===== src/rtl/sram_arbiter_if.sv =====
// Signal bundle between the SRAM arbiter, its two requesters and the SRAM pads.
// slave = arbiter side, master = requesters plus the SRAM device.
interface sram_arbiter_if;
  logic        a_req;
  logic        a_we;
  logic [15:0] a_addr;
  logic [7:0]  a_wdata;
  logic        a_ack;
  logic [7:0]  a_rdata;

  logic        c_req;
  logic        c_we;
  logic [15:0] c_addr;
  logic [7:0]  c_wdata;
  logic        c_ack;
  logic [7:0]  c_rdata;

  logic [15:0] sram_addrbus;
  logic [7:0]  sram_dout;
  logic        sram_dout_en;
  logic [7:0]  sram_din;
  logic        sram_we_n;
  logic        sram_oe_n;
  logic        sram_ce_n;

  logic        busy;
  logic        owner;

  modport slave (
    input  a_req, a_we, a_addr, a_wdata,
    input  c_req, c_we, c_addr, c_wdata,
    input  sram_din,
    output a_ack, a_rdata, c_ack, c_rdata,
    output sram_addrbus, sram_dout, sram_dout_en, sram_we_n, sram_oe_n, sram_ce_n,
    output busy, owner
  );

  modport master (
    output a_req, a_we, a_addr, a_wdata,
    output c_req, c_we, c_addr, c_wdata,
    output sram_din,
    input  a_ack, a_rdata, c_ack, c_rdata,
    input  sram_addrbus, sram_dout, sram_dout_en, sram_we_n, sram_oe_n, sram_ce_n,
    input  busy, owner
  );
endinterface


===== src/rtl/sram_arbiter.sv =====
// Two-port arbiter/sequencer for a shared 64Kx8 asynchronous SRAM.
// Port A has priority; a starvation counter forces a port C grant.
module sram_arbiter #(
  parameter int ACCESS_TICKS = 3,
  parameter int STARVE_LIMIT = 4
) (
  input  logic          clock_50,
  input  logic          reset_n,
  sram_arbiter_if.slave bus
);

  localparam int TW = $clog2(ACCESS_TICKS);
  localparam int SW = $clog2(STARVE_LIMIT + 1);
  localparam logic [TW-1:0] TICK_LOAD  = TW'(ACCESS_TICKS - 1);
  localparam logic [SW-1:0] STARVE_MAX = SW'(STARVE_LIMIT);

  typedef enum logic [1:0] {IDLE, ACCESS, RECOVER} state_t;

  typedef struct packed {
    state_t        state;
    logic [TW-1:0] tick;
    logic [SW-1:0] starve;
    logic [15:0]   addr;
    logic [7:0]    dout;
    logic          dout_en;
    logic          we_n;
    logic          oe_n;
    logic          a_ack;
    logic          c_ack;
    logic [7:0]    a_rdata;
    logic [7:0]    c_rdata;
    logic          owner;
    logic          busy;
  } regs_t;

  localparam regs_t REGS_RESET = '{
    state: IDLE, tick: '0, starve: '0, addr: '0, dout: '0, dout_en: 1'b0,
    we_n: 1'b1, oe_n: 1'b1, a_ack: 1'b0, c_ack: 1'b0,
    a_rdata: '0, c_rdata: '0, owner: 1'b0, busy: 1'b0
  };

  regs_t r, r_n;
  logic  grant_c;
  logic  grant_we;

  always_comb begin
    // NOTE: every field gets a default before the case, so no path can infer a latch.
    r_n       = r;
    r_n.a_ack = 1'b0;
    r_n.c_ack = 1'b0;
    grant_c   = bus.c_req && (!bus.a_req || r.starve == STARVE_MAX);
    grant_we  = grant_c ? bus.c_we : bus.a_we;

    case (r.state)
      IDLE: begin
        if (bus.a_req || bus.c_req) begin
          r_n.state   = ACCESS;
          r_n.tick    = TICK_LOAD;
          r_n.owner   = !grant_c;
          r_n.addr    = grant_c ? bus.c_addr  : bus.a_addr;
          r_n.dout    = grant_c ? bus.c_wdata : bus.a_wdata;
          r_n.we_n    = !grant_we;
          r_n.oe_n    = grant_we;
          r_n.dout_en = grant_we;
          if (grant_c)
            r_n.starve = '0;
          else if (bus.c_req && r.starve != STARVE_MAX)
            r_n.starve = r.starve + 1'b1;
        end
      end

      ACCESS: begin
        if (r.tick != '0) begin
          r_n.tick = r.tick - 1'b1;
        end else begin
          // dout_en doubles as the write flag of the access in flight
          if (!r.dout_en) begin
            if (r.owner) r_n.a_rdata = bus.sram_din;
            else         r_n.c_rdata = bus.sram_din;
          end
          r_n.a_ack   = r.owner;
          r_n.c_ack   = !r.owner;
          r_n.we_n    = 1'b1;
          r_n.oe_n    = 1'b1;
          r_n.dout_en = 1'b0;
          r_n.state   = RECOVER;
        end
      end

      RECOVER: r_n.state = IDLE;

      default: r_n.state = IDLE;
    endcase

    r_n.busy = (r_n.state != IDLE);
  end

  // NOTE: sequential state is updated only with non-blocking assignments.
  always_ff @(posedge clock_50 or negedge reset_n) begin
    if (!reset_n) r <= REGS_RESET;
    else          r <= r_n;
  end

  assign bus.a_ack        = r.a_ack;
  assign bus.a_rdata      = r.a_rdata;
  assign bus.c_ack        = r.c_ack;
  assign bus.c_rdata      = r.c_rdata;
  assign bus.sram_addrbus = r.addr;
  assign bus.sram_dout    = r.dout;
  assign bus.sram_dout_en = r.dout_en;
  assign bus.sram_we_n    = r.we_n;
  assign bus.sram_oe_n    = r.oe_n;
  assign bus.sram_ce_n    = 1'b0;
  assign bus.busy         = r.busy;
  assign bus.owner        = r.owner;

endmodule


===== src/flat_wrapper.sv =====
// flat-port wrapper written by rule: the top's interface ports become plain ports
module sram_arbiter_flat 
#(
  parameter int ACCESS_TICKS = 3,
  parameter int STARVE_LIMIT = 4
)
  (clock_50, reset_n, bus_a_req, bus_a_we, bus_a_addr, bus_a_wdata, bus_c_req, bus_c_we, bus_c_addr, bus_c_wdata, bus_sram_din, bus_a_ack, bus_a_rdata, bus_c_ack, bus_c_rdata, bus_sram_addrbus, bus_sram_dout, bus_sram_dout_en, bus_sram_we_n, bus_sram_oe_n, bus_sram_ce_n, bus_busy, bus_owner);
  sram_arbiter_if bus_i ();
  input  logic clock_50;
  input  logic reset_n;
  input wire logic [$bits(bus_i.a_req)-1:0] bus_a_req;
  input wire logic [$bits(bus_i.a_we)-1:0] bus_a_we;
  input wire logic [$bits(bus_i.a_addr)-1:0] bus_a_addr;
  input wire logic [$bits(bus_i.a_wdata)-1:0] bus_a_wdata;
  input wire logic [$bits(bus_i.c_req)-1:0] bus_c_req;
  input wire logic [$bits(bus_i.c_we)-1:0] bus_c_we;
  input wire logic [$bits(bus_i.c_addr)-1:0] bus_c_addr;
  input wire logic [$bits(bus_i.c_wdata)-1:0] bus_c_wdata;
  input wire logic [$bits(bus_i.sram_din)-1:0] bus_sram_din;
  output wire logic [$bits(bus_i.a_ack)-1:0] bus_a_ack;
  output wire logic [$bits(bus_i.a_rdata)-1:0] bus_a_rdata;
  output wire logic [$bits(bus_i.c_ack)-1:0] bus_c_ack;
  output wire logic [$bits(bus_i.c_rdata)-1:0] bus_c_rdata;
  output wire logic [$bits(bus_i.sram_addrbus)-1:0] bus_sram_addrbus;
  output wire logic [$bits(bus_i.sram_dout)-1:0] bus_sram_dout;
  output wire logic [$bits(bus_i.sram_dout_en)-1:0] bus_sram_dout_en;
  output wire logic [$bits(bus_i.sram_we_n)-1:0] bus_sram_we_n;
  output wire logic [$bits(bus_i.sram_oe_n)-1:0] bus_sram_oe_n;
  output wire logic [$bits(bus_i.sram_ce_n)-1:0] bus_sram_ce_n;
  output wire logic [$bits(bus_i.busy)-1:0] bus_busy;
  output wire logic [$bits(bus_i.owner)-1:0] bus_owner;
  assign bus_i.a_req = bus_a_req;
  assign bus_i.a_we = bus_a_we;
  assign bus_i.a_addr = bus_a_addr;
  assign bus_i.a_wdata = bus_a_wdata;
  assign bus_i.c_req = bus_c_req;
  assign bus_i.c_we = bus_c_we;
  assign bus_i.c_addr = bus_c_addr;
  assign bus_i.c_wdata = bus_c_wdata;
  assign bus_i.sram_din = bus_sram_din;
  assign bus_a_ack = bus_i.a_ack;
  assign bus_a_rdata = bus_i.a_rdata;
  assign bus_c_ack = bus_i.c_ack;
  assign bus_c_rdata = bus_i.c_rdata;
  assign bus_sram_addrbus = bus_i.sram_addrbus;
  assign bus_sram_dout = bus_i.sram_dout;
  assign bus_sram_dout_en = bus_i.sram_dout_en;
  assign bus_sram_we_n = bus_i.sram_we_n;
  assign bus_sram_oe_n = bus_i.sram_oe_n;
  assign bus_sram_ce_n = bus_i.sram_ce_n;
  assign bus_busy = bus_i.busy;
  assign bus_owner = bus_i.owner;
  sram_arbiter #(.ACCESS_TICKS(ACCESS_TICKS), .STARVE_LIMIT(STARVE_LIMIT)) u_core (.clock_50(clock_50), .reset_n(reset_n), .bus(bus_i));
endmodule

===== config.mk =====
export PLATFORM = sky130hd
export DESIGN_NAME = sram_arbiter_flat
export DESIGN_NICKNAME = d
export VERILOG_FILES = /design/src/rtl/sram_arbiter_if.sv /design/src/rtl/sram_arbiter.sv /design/src/flat_wrapper.sv
export SDC_FILE = /design/constraint.sdc
export NUM_CORES = 1
export LEC_CHECK = 0
export BUFFER_PORTS_ARGS = -buffer_cell sky130_fd_sc_hd__buf_2
export CAP_MARGIN = 20
export CORE_UTILIZATION = 44
export DETAILED_ROUTE_END_ITERATION = 8
export PLACE_DENSITY = 0.76
export SLEW_MARGIN = 20
export SYNTH_ARGS = -nofsm -noshare
export SYNTH_HDL_FRONTEND = slang
export SYNTH_SLANG_ARGS = --single-unit

===== constraint.sdc =====
create_clock -name clock_50 -period 1.7 [get_ports clock_50]
set_input_delay 0.34 -clock clock_50 [delete_from_list [all_inputs] [get_ports clock_50]]
set_output_delay 0.34 -clock clock_50 [all_outputs]
set_load 0.05 [all_outputs]

==> results.txt <==
The layout overhead on the synthesized area is 15.3%. The global placer's final weighted congestion came out at about 0.82. The tree is rooted in a sky130_fd_sc_hd__clkbuf_8. The number of global-route vias before repair came out at between 2000 and 2500. The worst path meets setup with about 41 ps of slack.

The H-tree was split into 2 levels. The ratio of final minimum period to clock period came out at a little under 100%. After technology mapping, the gate count stands at 285. Traced cell by cell, the critical path runs through inv_1 -> ha_2 -> nand3b_4 -> nor3_4 -> buf_12 -> mux2_2. The horizontal die dimension came out at approximately 83 um. The longest individual stage delay on the worst path came out at 410 ps.

The detail route stage leaves a number of antenna-violating nets equal to 0. The clock slew at the register clock pins of the worst setup and hold paths is around 100 ps. The biggest area contributor in the post-synthesis netlist is sky130_fd_sc_hd__dfrtp_1. Data on the critical path arrives at its endpoint at approximately 1900 ps. The capture point of the worst reg-to-reg path is u_core.bus.c_rdata[0].

TritonCTS built the clock tree. The number of top-level design ports is 110. The worst setup slack after placement came out at -54.2 ps. Sequential elements use 46.5% of the synthesized area. The distinct cell type count of the synthesized netlist is between 40 and 50. The number of cell instances on the worst register-to-register path came out at 6. The count of flip-flops with a built-in enable after synthesis is 0. The initial detailed-routing violation count came out at 90. The worst-case register-to-register setup slack is roughly 41 ps. The number of inserted diodes came out at 0.

The synthesized area is 2910 um2. The initial antenna violation count is 0. The clock sink count came out at between 50 and 60. The first detailed-routing pass took 4 iterations.

The wire length of the first global-routing pass came out at around 10000 um. Setup repair after global routing could not meet its margin everywhere. The clock period minus final worst setup slack came out at roughly 1700 ps. In the final timing run, aggregate negative setup slack is 0 ps. Max-cap violations in this run came to 0. The synthesized area per cell is about 10 um2.

The maximum fanout along the worst path came out at 8. For this configuration, the core starts out at a cell density of a little under half. The setup-violating endpoint count in the final report came out at 0. For this design, the slowest cell found on the critical path is sky130_fd_sc_hd__dfrtp_1. The total wire length after detailed routing came out at approximately 6400 um. STA classifies the critical path endpoint as a flip-flop. The net total in the final layout is around 420. The aggregate global-route resource usage came out at 18.3%. Among all flip-flop cells after synthesis, the most frequent one is sky130_fd_sc_hd__dfrtp_1. The largest voltage drop on the vdd net is roughly 1400 uV. The number of warnings reported in the yosys synthesis log came out at 0.

The per-cell routed wire length came out at 14.9 um. The number of max-slew violations in the final report is 0. The flow ran to the end, and the final reports show no timing, DRC or antenna violations. Data on the critical path is required at its endpoint by 1890 ps. Synthesis produced a netlist with a net count of approximately 350. In the synthesized netlist, the cells that appear most often are sky130_fd_sc_hd__dfrtp_1, sky130_fd_sc_hd__buf_4, sky130_fd_sc_hd__o21ai_0, sky130_fd_sc_hd__nand3_1. The total overflow reported by the global router is 0. The async set or reset register ratio after synthesis came out at 100%. The cell total after placement came out at 420. The start of the worst register-to-register path is u_core.r[50]. The total power density per cell area is approximately 2200 nW/um2. The number of vias after detailed routing came out at roughly 2300. The path class of the tightest hold or removal check is in -> async. The number of port buffers is 108. The share of cells above drive strength 1 came out at between 40% and 50%. The analysis attributes to cell leakage a power of roughly 1.6 nW. The post-detailed-route via-to-cell ratio is around 5.4. The placed instance area is 3230 um2. The number of synthesized register bits came out at 54. The setup path with the least slack is of type reg -> reg. The achievable clock frequency is 603 MHz. Between clock sinks in the finished design, the worst skew comes to around 3.3 ps. By area the synthesized netlist is led by sky130_fd_sc_hd__dfrtp_1, sky130_fd_sc_hd__buf_4, sky130_fd_sc_hd__a31oi_1. The final cell count without fillers is around 430. The remaining routing DRC violations is 0. The proportion of netlist area held by the largest area contributor came out at ~45%.

The floorplan has 29 rows. The total count of hold-check failures in the final report came out at 0. The total clock buffers created by CTS is 5. The floorplan die area came out at 6950 um2. Among all cell types in the netlist, the one instantiated most often is sky130_fd_sc_hd__dfrtp_1. After floorplanning, the core was sized to cover approximately 6400 um2.

The pin count of the biggest net entering global routing is 36. The clock reaches the later pin of the worst-skew pair after about 300 ps. The worst setup path is launched from a flip-flop. After legalization and detailed placement, the total HPWL measured ~4600 um. The die outline height came out at about 83 um. The cell area after layout is 3360 um2. The maximum root-to-sink buffer count came out at 2.
how the worst max path moves through the flow:
stage	start	to	slack, ps	depth (start not counted)
CTS	u_core.r[50]	u_core.bus.c_rdata[0]	0.8	6
global route	u_core.r[50]	u_core.bus.c_rdata[3]	-30	6
global placement	u_core.r[50]	u_core.bus.c_rdata[4]	50	5
detailed placement	u_core.r[50]	u_core.bus.c_rdata[0]	-50	5
floorplan	u_core.bus.owner	u_core.bus.a_rdata[0]	30	4
finish	u_core.r[50]	u_core.bus.c_rdata[0]	40	6
per-stage QoR:
step           hold slack (ps)  utilization [%]  power (mW)
5_1_grt                   3.54             52.6        7.88
3_5_place_dp               335             50.6        6.73
4_1_cts                   4.23             52.4        7.49
6_report                  1.86             52.6        7.47
3_3_place_gp               330             50.6        6.64
2_1_floorplan             44.4                -        6.46
kinds of logic after synthesis:
logic type / share of synthesized area, %
AOI/OAI and AO/OA: 18.0
adders and majority gates: 1.72
buffers and inverters: 16.1
DFF: 46.5
muxes: 7.22
other: 0.129
and+or+nand+nor: 10.4
final cells by class:
class                      count  area [um2]
clock buffer                   6        82.6
clock inverter                 2        12.5
fill                         593        3030
inverter                       9        33.8
multi-input combinational    160        1100
sequential                    54        1350
tap                           77        96.3
timing repair buffer         121         679
power by group:
part / internal (mW) / total [mW] / switching, mW
combinational: 1.32 / 4.41 / 3.09
clock: 0.328 / 0.740 / 0.411
sequential: 1.92 / 2.32 / 0.396
total: 3.57 / 7.47 / 3.89
registers in the layout, summed over array words and instances, names as in the netlist:
register                 count
u_core.bus.owner             1
u_core.bus.sram_we_n         1
u_core.bus.a_ack             1
u_core.bus.sram_addrbus     16
u_core.r                     7
u_core.bus.c_ack             1
u_core.bus.sram_oe_n         1
u_core.bus.c_rdata           8
u_core.bus.busy              1
u_core.bus.a_rdata           8
u_core.bus.sram_dout         8
u_core.bus.sram_dout_en      1
worst max-delay path: cells and delay by family (launching register included):
kind / cells / cell delay (ps)
DFF: 1 / 410
muxes: 1 / 330
buffers and inverters: 2 / 250
adders and majority gates: 1 / 250
and+or+nand+nor: 2 / 310
layer usage:
metal | vias to the layer above | GRT usage, % | wire length, um
li1 | 1102 | - | -
met1 | 1120 | 25.6 | 2830
met2 | 81 | 29.7 | 3220
met3 | 4 | 3.08 | 316
met4 | 0 | 4.08 | 44
met5 | - | 0 | 0
what timing repair did:
action,CTS,global route
pin swaps,1,1
setup endpoints to repair,8,32
resized for setup,0,3
hold buffers,0,0
setup buffers,1,0
cells in the final DEF (no fill, tap or decap), drive strengths merged, types with 3 or more instances in the layout:
master and count:
buf 121, o21ai 29, dfrtp 52, nand2 3, a21oi 25, inv 9, ha 4, nand3 26
nor2 3, a31oi 25, nor3 3, clkbuf 6, mux2 16
(Power assumes the default switching activity.)
